--- src/rtl/pin_lockout_ctrl_if.sv ---
// pin_lockout_ctrl_if: bundles the user/checker handshake of pin_lockout_ctrl.
// The master side drives the submit strobe and checker result levels.
// The slave side (the lockout controller) drives the gated strobe and status.
interface pin_lockout_ctrl_if #(
    parameter int LOCK_W = 16
);
    logic              submit_in;
    logic              correct;
    logic              incorrect;
    logic              submit_out;
    logic              locked;
    logic [2:0]        attempts_left;
    logic [LOCK_W-1:0] lock_remaining;
    logic              unlocked_pulse;

    modport master (
        output submit_in, correct, incorrect,
        input  submit_out, locked, attempts_left, lock_remaining, unlocked_pulse
    );

    modport slave (
        input  submit_in, correct, incorrect,
        output submit_out, locked, attempts_left, lock_remaining, unlocked_pulse
    );
endinterface

--- src/rtl/pin_lockout_ctrl.sv ---
// pin_lockout_ctrl: counts consecutive failed PIN attempts from the checker
// and enforces a timed lockout that gates the user submit strobe.
// Optional macro PIN_LOCKOUT_ESCALATE_EN doubles the lockout duration on each
// successive lockout (up to 8x) until a correct result is accepted.
module pin_lockout_ctrl #(
    parameter int MAX_TRIES   = 3,
    parameter int LOCK_CYCLES = 1000,
    parameter int LOCK_W      = 16
) (
    input  logic              clk,
    input  logic              reset,
    pin_lockout_ctrl_if.slave bus
);
    typedef enum logic {
        ARMED  = 1'b0,
        LOCKED = 1'b1
    } state_t;

    localparam logic [2:0]        MAX_T  = 3'(MAX_TRIES);
    localparam logic [2:0]        LAST_T = 3'(MAX_TRIES - 1);
    localparam logic [LOCK_W-1:0] BASE   = LOCK_W'(LOCK_CYCLES);
    localparam logic [LOCK_W-1:0] ONE    = LOCK_W'(1);

    state_t            state, state_next;
    logic [2:0]        fail_cnt, fail_next;
    logic [2:0]        attempts_q, attempts_next;
    logic [LOCK_W-1:0] lock_rem, rem_next;
    logic              submit_q, submit_next;
    logic              unlock_q, unlock_next;
    logic              correct_q, incorrect_q;
    logic              rise_c, rise_i, accept_c;
    logic              enter_lock, clear_level;
    logic [LOCK_W-1:0] duration;

    assign rise_c   = bus.correct & ~correct_q;
    assign rise_i   = bus.incorrect & ~incorrect_q;
    // Simultaneous correct+incorrect edges count as a failure (fail-safe).
    assign accept_c = rise_c & ~rise_i;

    assign enter_lock  = (state == ARMED) && rise_i && (fail_cnt >= LAST_T);
    assign clear_level = (state == ARMED) && accept_c;

`ifdef PIN_LOCKOUT_ESCALATE_EN
    logic [1:0] lock_level;

    assign duration = BASE << lock_level;

    // Escalation level: bumps on each lockout entry, clears on an accepted pass.
    always_ff @(posedge clk or posedge reset) begin
        if (reset) begin
            lock_level <= 2'd0;
        end else if (enter_lock) begin
            if (lock_level != 2'd3) lock_level <= lock_level + 2'd1;
        end else if (clear_level) begin
            lock_level <= 2'd0;
        end
    end
`else
    assign duration = BASE;
`endif

    // State and datapath registers, including the checker-level edge detectors.
    always_ff @(posedge clk or posedge reset) begin
        // NOTE: non-blocking assignments here so every register samples the
        // pre-edge values; blocking would create order-dependent races.
        if (reset) begin
            state       <= ARMED;
            fail_cnt    <= 3'd0;
            attempts_q  <= MAX_T;
            lock_rem    <= '0;
            submit_q    <= 1'b0;
            unlock_q    <= 1'b0;
            correct_q   <= 1'b0;
            incorrect_q <= 1'b0;
        end else begin
            state       <= state_next;
            fail_cnt    <= fail_next;
            attempts_q  <= attempts_next;
            lock_rem    <= rem_next;
            submit_q    <= submit_next;
            unlock_q    <= unlock_next;
            correct_q   <= bus.correct;
            incorrect_q <= bus.incorrect;
        end
    end

    // Next-state: lock on the final failure, re-arm when the countdown ends.
    always_comb begin
        state_next = state;
        case (state)
            ARMED:   if (enter_lock) state_next = LOCKED;
            LOCKED:  if (lock_rem <= ONE) state_next = ARMED;
            default: state_next = ARMED;
        endcase
    end

    // Output/datapath next values for the registered outputs.
    always_comb begin
        // NOTE: every signal gets a default first so no path leaves one
        // unassigned, which would otherwise infer a latch.
        fail_next   = fail_cnt;
        rem_next    = lock_rem;
        submit_next = 1'b0;
        unlock_next = 1'b0;
        case (state)
            ARMED: begin
                submit_next = bus.submit_in;
                if (enter_lock) begin
                    fail_next = MAX_T;
                    rem_next  = duration;
                end else if (rise_i) begin
                    fail_next = fail_cnt + 3'd1;
                end else if (accept_c) begin
                    fail_next = 3'd0;
                end
            end
            LOCKED: begin
                // Strobes and checker edges are dropped while locked.
                if (lock_rem > ONE) begin
                    rem_next = lock_rem - ONE;
                end else begin
                    rem_next    = '0;
                    fail_next   = 3'd0;
                    unlock_next = 1'b1;
                end
            end
            default: ;
        endcase
        attempts_next = MAX_T - fail_next;
    end

    assign bus.submit_out     = submit_q;
    assign bus.locked         = (state == LOCKED);
    assign bus.attempts_left  = attempts_q;
    assign bus.lock_remaining = lock_rem;
    assign bus.unlocked_pulse = unlock_q;
endmodule
--- src/flat_wrapper.sv ---
// flat-port wrapper written by rule: the top's interface ports become plain ports
module pin_lockout_ctrl_flat 
#(
    parameter int MAX_TRIES   = 3,
    parameter int LOCK_CYCLES = 1000,
    parameter int LOCK_W      = 16
)
  (clk, reset, bus_submit_in, bus_correct, bus_incorrect, bus_submit_out, bus_locked, bus_attempts_left, bus_lock_remaining, bus_unlocked_pulse);
  pin_lockout_ctrl_if #(.LOCK_W(LOCK_W)) bus_i ();
  input  logic clk;
  input  logic reset;
  input wire logic [$bits(bus_i.submit_in)-1:0] bus_submit_in;
  input wire logic [$bits(bus_i.correct)-1:0] bus_correct;
  input wire logic [$bits(bus_i.incorrect)-1:0] bus_incorrect;
  output wire logic [$bits(bus_i.submit_out)-1:0] bus_submit_out;
  output wire logic [$bits(bus_i.locked)-1:0] bus_locked;
  output wire logic [$bits(bus_i.attempts_left)-1:0] bus_attempts_left;
  output wire logic [$bits(bus_i.lock_remaining)-1:0] bus_lock_remaining;
  output wire logic [$bits(bus_i.unlocked_pulse)-1:0] bus_unlocked_pulse;
  assign bus_i.submit_in = bus_submit_in;
  assign bus_i.correct = bus_correct;
  assign bus_i.incorrect = bus_incorrect;
  assign bus_submit_out = bus_i.submit_out;
  assign bus_locked = bus_i.locked;
  assign bus_attempts_left = bus_i.attempts_left;
  assign bus_lock_remaining = bus_i.lock_remaining;
  assign bus_unlocked_pulse = bus_i.unlocked_pulse;
  pin_lockout_ctrl #(.MAX_TRIES(MAX_TRIES), .LOCK_CYCLES(LOCK_CYCLES), .LOCK_W(LOCK_W)) u_core (.clk(clk), .reset(reset), .bus(bus_i));
endmodule
--- config.mk ---
export PLATFORM = sky130hd
export DESIGN_NAME = pin_lockout_ctrl_flat
export DESIGN_NICKNAME = d
export VERILOG_FILES = /design/src/rtl/pin_lockout_ctrl_if.sv /design/src/rtl/pin_lockout_ctrl.sv /design/src/flat_wrapper.sv
export SDC_FILE = /design/constraint.sdc
export NUM_CORES = 1
export LEC_CHECK = 0
export BUFFER_PORTS_ARGS = -buffer_cell sky130_fd_sc_hd__buf_2
export CORE_ASPECT_RATIO = 0.7
export CORE_MARGIN = 5
export CORE_UTILIZATION = 54
export CTS_CLUSTER_DIAMETER = 100
export DETAILED_ROUTE_END_ITERATION = 8
export MAX_ROUTING_LAYER = met4
export PLACE_DENSITY = 0.83
export SLEW_MARGIN = 20
export SYNTH_ARGS = -nofsm -noshare
export SYNTH_HDL_FRONTEND = slang
export SYNTH_SLANG_ARGS = --single-unit
--- constraint.sdc ---
create_clock -name clk -period 2.7 [get_ports clk]
set_clock_uncertainty 0.1 [all_clocks]
set_input_delay 0.54 -clock clk [delete_from_list [all_inputs] [get_ports clk]]
set_output_delay 0.54 -clock clk [all_outputs]
set_load 0.05 [all_outputs]
==> implementation parameters <==
Parameter                              Value

Run status
  Run status ... finished clean

Clock tree
  H-tree levels ... 1
  Clock tree sinks ... 26
  Post-CTS Repair Setup Buffers ... 0
  Number of gates resized after CTS ... 0
  Clock latency on the worst-skew pair ... 0.27 ns
  Number of buffers inserted by hold repair at cts ... 0
  Clock root buffer master ... sky130_fd_sc_hd__clkbuf_8
  CTS tree ... built
  CTS Buffer Depth ... 2
  Clock-pin slew reported for the worst setup and hold paths after clock tree synthesis ... 0.09 ns
  CTS Buf Count ... 3

Drt
  Final routed wire length divided by cell count ... 13.81 um
  Number of remaining DRC errors ... 0
  Routed wire length ... 2928 um
  Post-DR vias/cell ... 5.675
  First-pass DRT Iterations ... 4
  DR iter-0 viols ... 158
  Total via count after detailed routing ... 1203
  Post-DRT Antenna Nets ... 0

Worst setup path
  Worst EP required ... 2.76 ns
  Arrival time worst endpoint ... 2.40 ns
  CP Max Fanout ... 12
  Element type at the critical path start ... flip-flop
  Critical path capture point type ... flip-flop
  Beginning of the critical path ... u_core.bus.lock_remaining[4]$_DFFE_PP0P_
  Type of the setup path with the least slack ... flip-flop to flip-flop
  Reg-to-Reg Start ... u_core.bus.lock_remaining[4]$_DFFE_PP0P_

Layout
  Area added between synthesis and finish ... 15.45%
  Layout cell share with drive strength beyond 1 ... 24.16%
  FF/Latch Area ... 653.1 um2
  Multi-input gate area ... 669.4 um2
  Final cell count without fillers ... 212
  Antenna diodes ... 0
  Post-layout net count ... 187
  Total of fill cells in the finished design ... 209

Power and ir drop
  Total internal power ... 526.0 uW
  Fraction of power consumed by combinational cells ... 2.4%
  Clock power frac ... 37.8%
  Switching power as a share of total power ... 19.52%
  Maximum ir drop on the vdd rail ... 0.3301 mV
  Standby leakage power ... 0.7048 nW
  Sequential share of power ... 59.8%
  Areal power density over the cells ... 408.8 nW/um2
  Switching pwr ... 127.6 uW

Min path
  Type of the worst min-delay path ... primary input to async pin

STA
  Max-slew violation count ... 0
  Worst Max-Slew Pin Slew ... 0.5485 ns
  Upper clock frequency limit ... 427.4 MHz
  Count of endpoints failing setup in the final report ... 0
  Post-layout minimum cycle time ... 2.340 ns
  Setup repair after global routing missed its margin ... no
  Total Neg Setup Slack ... 0 ns
  Final worst path period share ... 86.66%
  Final Hold Vio Count ... 0
  Worst hold slack ... 0.2183 ns
  Max-Slew Margin vs Limit ... 63.39%

Yosys
  Share of async-settable or async-resettable flops after synthesis ... 100.0%
  Proportion of netlist area held by the largest area contributor ... 43.36%
  Primary flip-flop cell chosen by synthesis mapping ... sky130_fd_sc_hd__dfrtp_1
  Post-Synthesis Net Count ... 161
  Synth Area per Inst ... 9.053 um2
  Count of unique library cells instantiated by Yosys ... 42
  EDFF count, synth ... 0
  Netlist Area Pre-Place ... 1385 um2
  Share of synthesized area occupied by flip-flops and latches ... 47.15%
  Total of warnings raised by yosys ... 0
  Instance count of the mapped netlist ... 153
  Leading post-synthesis cells by cell area ... sky130_fd_sc_hd__dfrtp_1 43%, sky130_fd_sc_hd__a21oi_1 5.4%, sky130_fd_sc_hd__nand2_1 5.4%, sky130_fd_sc_hd__o21ai_0 5.1%, sky130_fd_sc_hd__dfstp_2 3.8%
  Biggest area consumer among synthesized cells ... sky130_fd_sc_hd__dfrtp_1
  Register bit total from synthesis ... 26

GRT
  Via count of the first global-routing pass ... 1119
  Global router's overall resource usage ... 18.70%
  Initial antenna violation count ... 0
  Largest net degree at the start of global routing ... 28
  First-pass GRT wire length ... 5292 um
  Overflow left after global routing ... 0

Place
  IO Port Bufs ... 26
  Total instance count after detailed placement ... 208
  Global placement routability congestion ... 0.9179
  DPL Wire Length ... 2065 um

Die
  Std-Cell Core Area ... 2459 um2
  IO Count ... 27
  Die outline width ... 70.53 um
  Effective utilization at floorplan ... 56.34%
  Die area ... 3694 um2
  Die outline height ... 52.37 um
  Number of rows in the core area ... 15

Flow run
  Max-cap check violation count ... 0
[power by group through the flow]
| stage | Clock (mW) | Sequential [mW] | Combinational, mW |
|---|---|---|---|
| after floorplan | 0 | 0.399 | 0.00960 |
| after global placement | 0 | 0.399 | 0.0158 |
| after detailed placement | 0 | 0.399 | 0.0168 |
| after CTS | 0.257 | 0.391 | 0.0167 |
| after global routing | 0.276 | 0.391 | 0.0194 |
| final | 0.247 | 0.391 | 0.0159 |
[final cells by class]
| type | count | area share [%] |
|---|---|---|
| Sequential cell | 26 | 40.85 |
| Multi-Input combinational cell | 112 | 41.86 |
| Clock buffer | 4 | 3.443 |
| Timing Repair Buffer | 29 | 9.546 |
| Tap cell | 34 | 2.660 |
| Inverter | 7 | 1.643 |
[path summary, 6_finish.rpt]
| kind | endpoint | slack (ns) | cells after the start |
|---|---|---|---|
| setup / recovery | u_core.fail_cnt[1]$_DFF_PP0_ | 0.36 | 5 |
| hold / removal | u_core.bus.lock_remaining[12]$_DFFE_PP0P_ | 0.22 | 3 |
| setup reg to reg | u_core.fail_cnt[1]$_DFF_PP0_ | 0.36 | 5 |
| hold reg to reg | u_core.bus.attempts_left[1]$_DFF_PP1_ | 0.44 | 1 |
| max in group asynchronous | u_core.bus.attempts_left[1]$_DFF_PP1_ | 1.98 | 3 |
| min in group clk | u_core.incorrect_q$_DFF_PP0_ | 0.29 | 1 |
[synth_stat cells (3+ instances only)]
cell type / count
sky130_fd_sc_hd__a21oi_1: 15
sky130_fd_sc_hd__nor2b_1: 4
sky130_fd_sc_hd__o21ai_0: 14
sky130_fd_sc_hd__clkbuf_1: 4
sky130_fd_sc_hd__ha_1: 3
sky130_fd_sc_hd__nor3_1: 4
sky130_fd_sc_hd__nand2b_1: 4
sky130_fd_sc_hd__nor2_1: 10
sky130_fd_sc_hd__inv_1: 7
sky130_fd_sc_hd__nand3_1: 6
sky130_fd_sc_hd__nand2_1: 20
sky130_fd_sc_hd__dfrtp_1: 24
sky130_fd_sc_hd__nand4_1: 3
[cells in the final DEF (no fill, tap or decap), types with 2 or more instances in the layout]
master / n
sky130_fd_sc_hd__nand2b_1: 4
sky130_fd_sc_hd__clkbuf_8: 4
sky130_fd_sc_hd__and2_1: 2
sky130_fd_sc_hd__inv_1: 7
sky130_fd_sc_hd__or4_1: 2
sky130_fd_sc_hd__buf_4: 3
sky130_fd_sc_hd__buf_2: 26
sky130_fd_sc_hd__nor2_1: 10
sky130_fd_sc_hd__o21ai_0: 14
sky130_fd_sc_hd__dfrtp_1: 24
sky130_fd_sc_hd__nand2_1: 20
sky130_fd_sc_hd__nand3_1: 6
sky130_fd_sc_hd__a21oi_1: 15
sky130_fd_sc_hd__nor2b_1: 4
sky130_fd_sc_hd__dfstp_2: 2
sky130_fd_sc_hd__nor4_1: 2
sky130_fd_sc_hd__a31oi_1: 2
sky130_fd_sc_hd__ha_1: 3
sky130_fd_sc_hd__nor3_1: 4
sky130_fd_sc_hd__nand4_1: 3
[registers in the layout (all words and copies together) (netlist names)]
name / count
u_core.bus.submit_out: 1
u_core.bus.locked: 1
u_core.correct_q: 1
u_core.bus.lock_remaining: 16
u_core.fail_cnt: 2
u_core.incorrect_q: 1
u_core.bus.attempts_left: 3
u_core.bus.unlocked_pulse: 1
[kinds of logic (layout without fill, tap and decap cells)]
family | after synthesis | in the layout | share of synthesized area, %
simple gates | 62 | 62 | 23.76
compound gates | 46 | 46 | 21.14
flops | 26 | 26 | 47.15
buf+inv | 15 | 40 | 4.517
fa+ha+maj | 3 | 3 | 2.710
mux | 1 | 1 | 0.7227
[through the flow]
| stage | setup slack (ns) | power [mW] | utilization [%] | cell area, um2 |
|---|---|---|---|---|
| after floorplan | 0.2968 | 0.4081 | - | 1385 |
| after global placement | 0.4315 | 0.4144 | 62.80 | 1544 |
| after detailed placement | 0.3922 | 0.4154 | 62.80 | 1544 |
| after CTS | 0.3710 | 0.6646 | 65.04 | 1599 |
| after global routing | 0.2018 | 0.6871 | 65.04 | 1599 |
| final | 0.3601 | 0.6536 | 65.04 | 1599 |
[worst max-delay path: stages (launching register included)]
cell                       delay, ns
sky130_fd_sc_hd__dfrtp_1        0.46
sky130_fd_sc_hd__or4_1          0.68
sky130_fd_sc_hd__nor4_4         0.39
sky130_fd_sc_hd__nand2b_2       0.27
sky130_fd_sc_hd__a31oi_2        0.28
sky130_fd_sc_hd__inv_1          0.05
[metal layers]
layer  GRT usage [%]  part of all wire, %  vias to the layer above
met3           4.789                  5.4                        2
met4           3.750                 0.44                        0
met1           25.45                   49                      576
met5               -                    0                        -
met2           28.73                   45                       28
li1                -                    -                      597
Note: power is estimated with default switching activity, not from simulation.
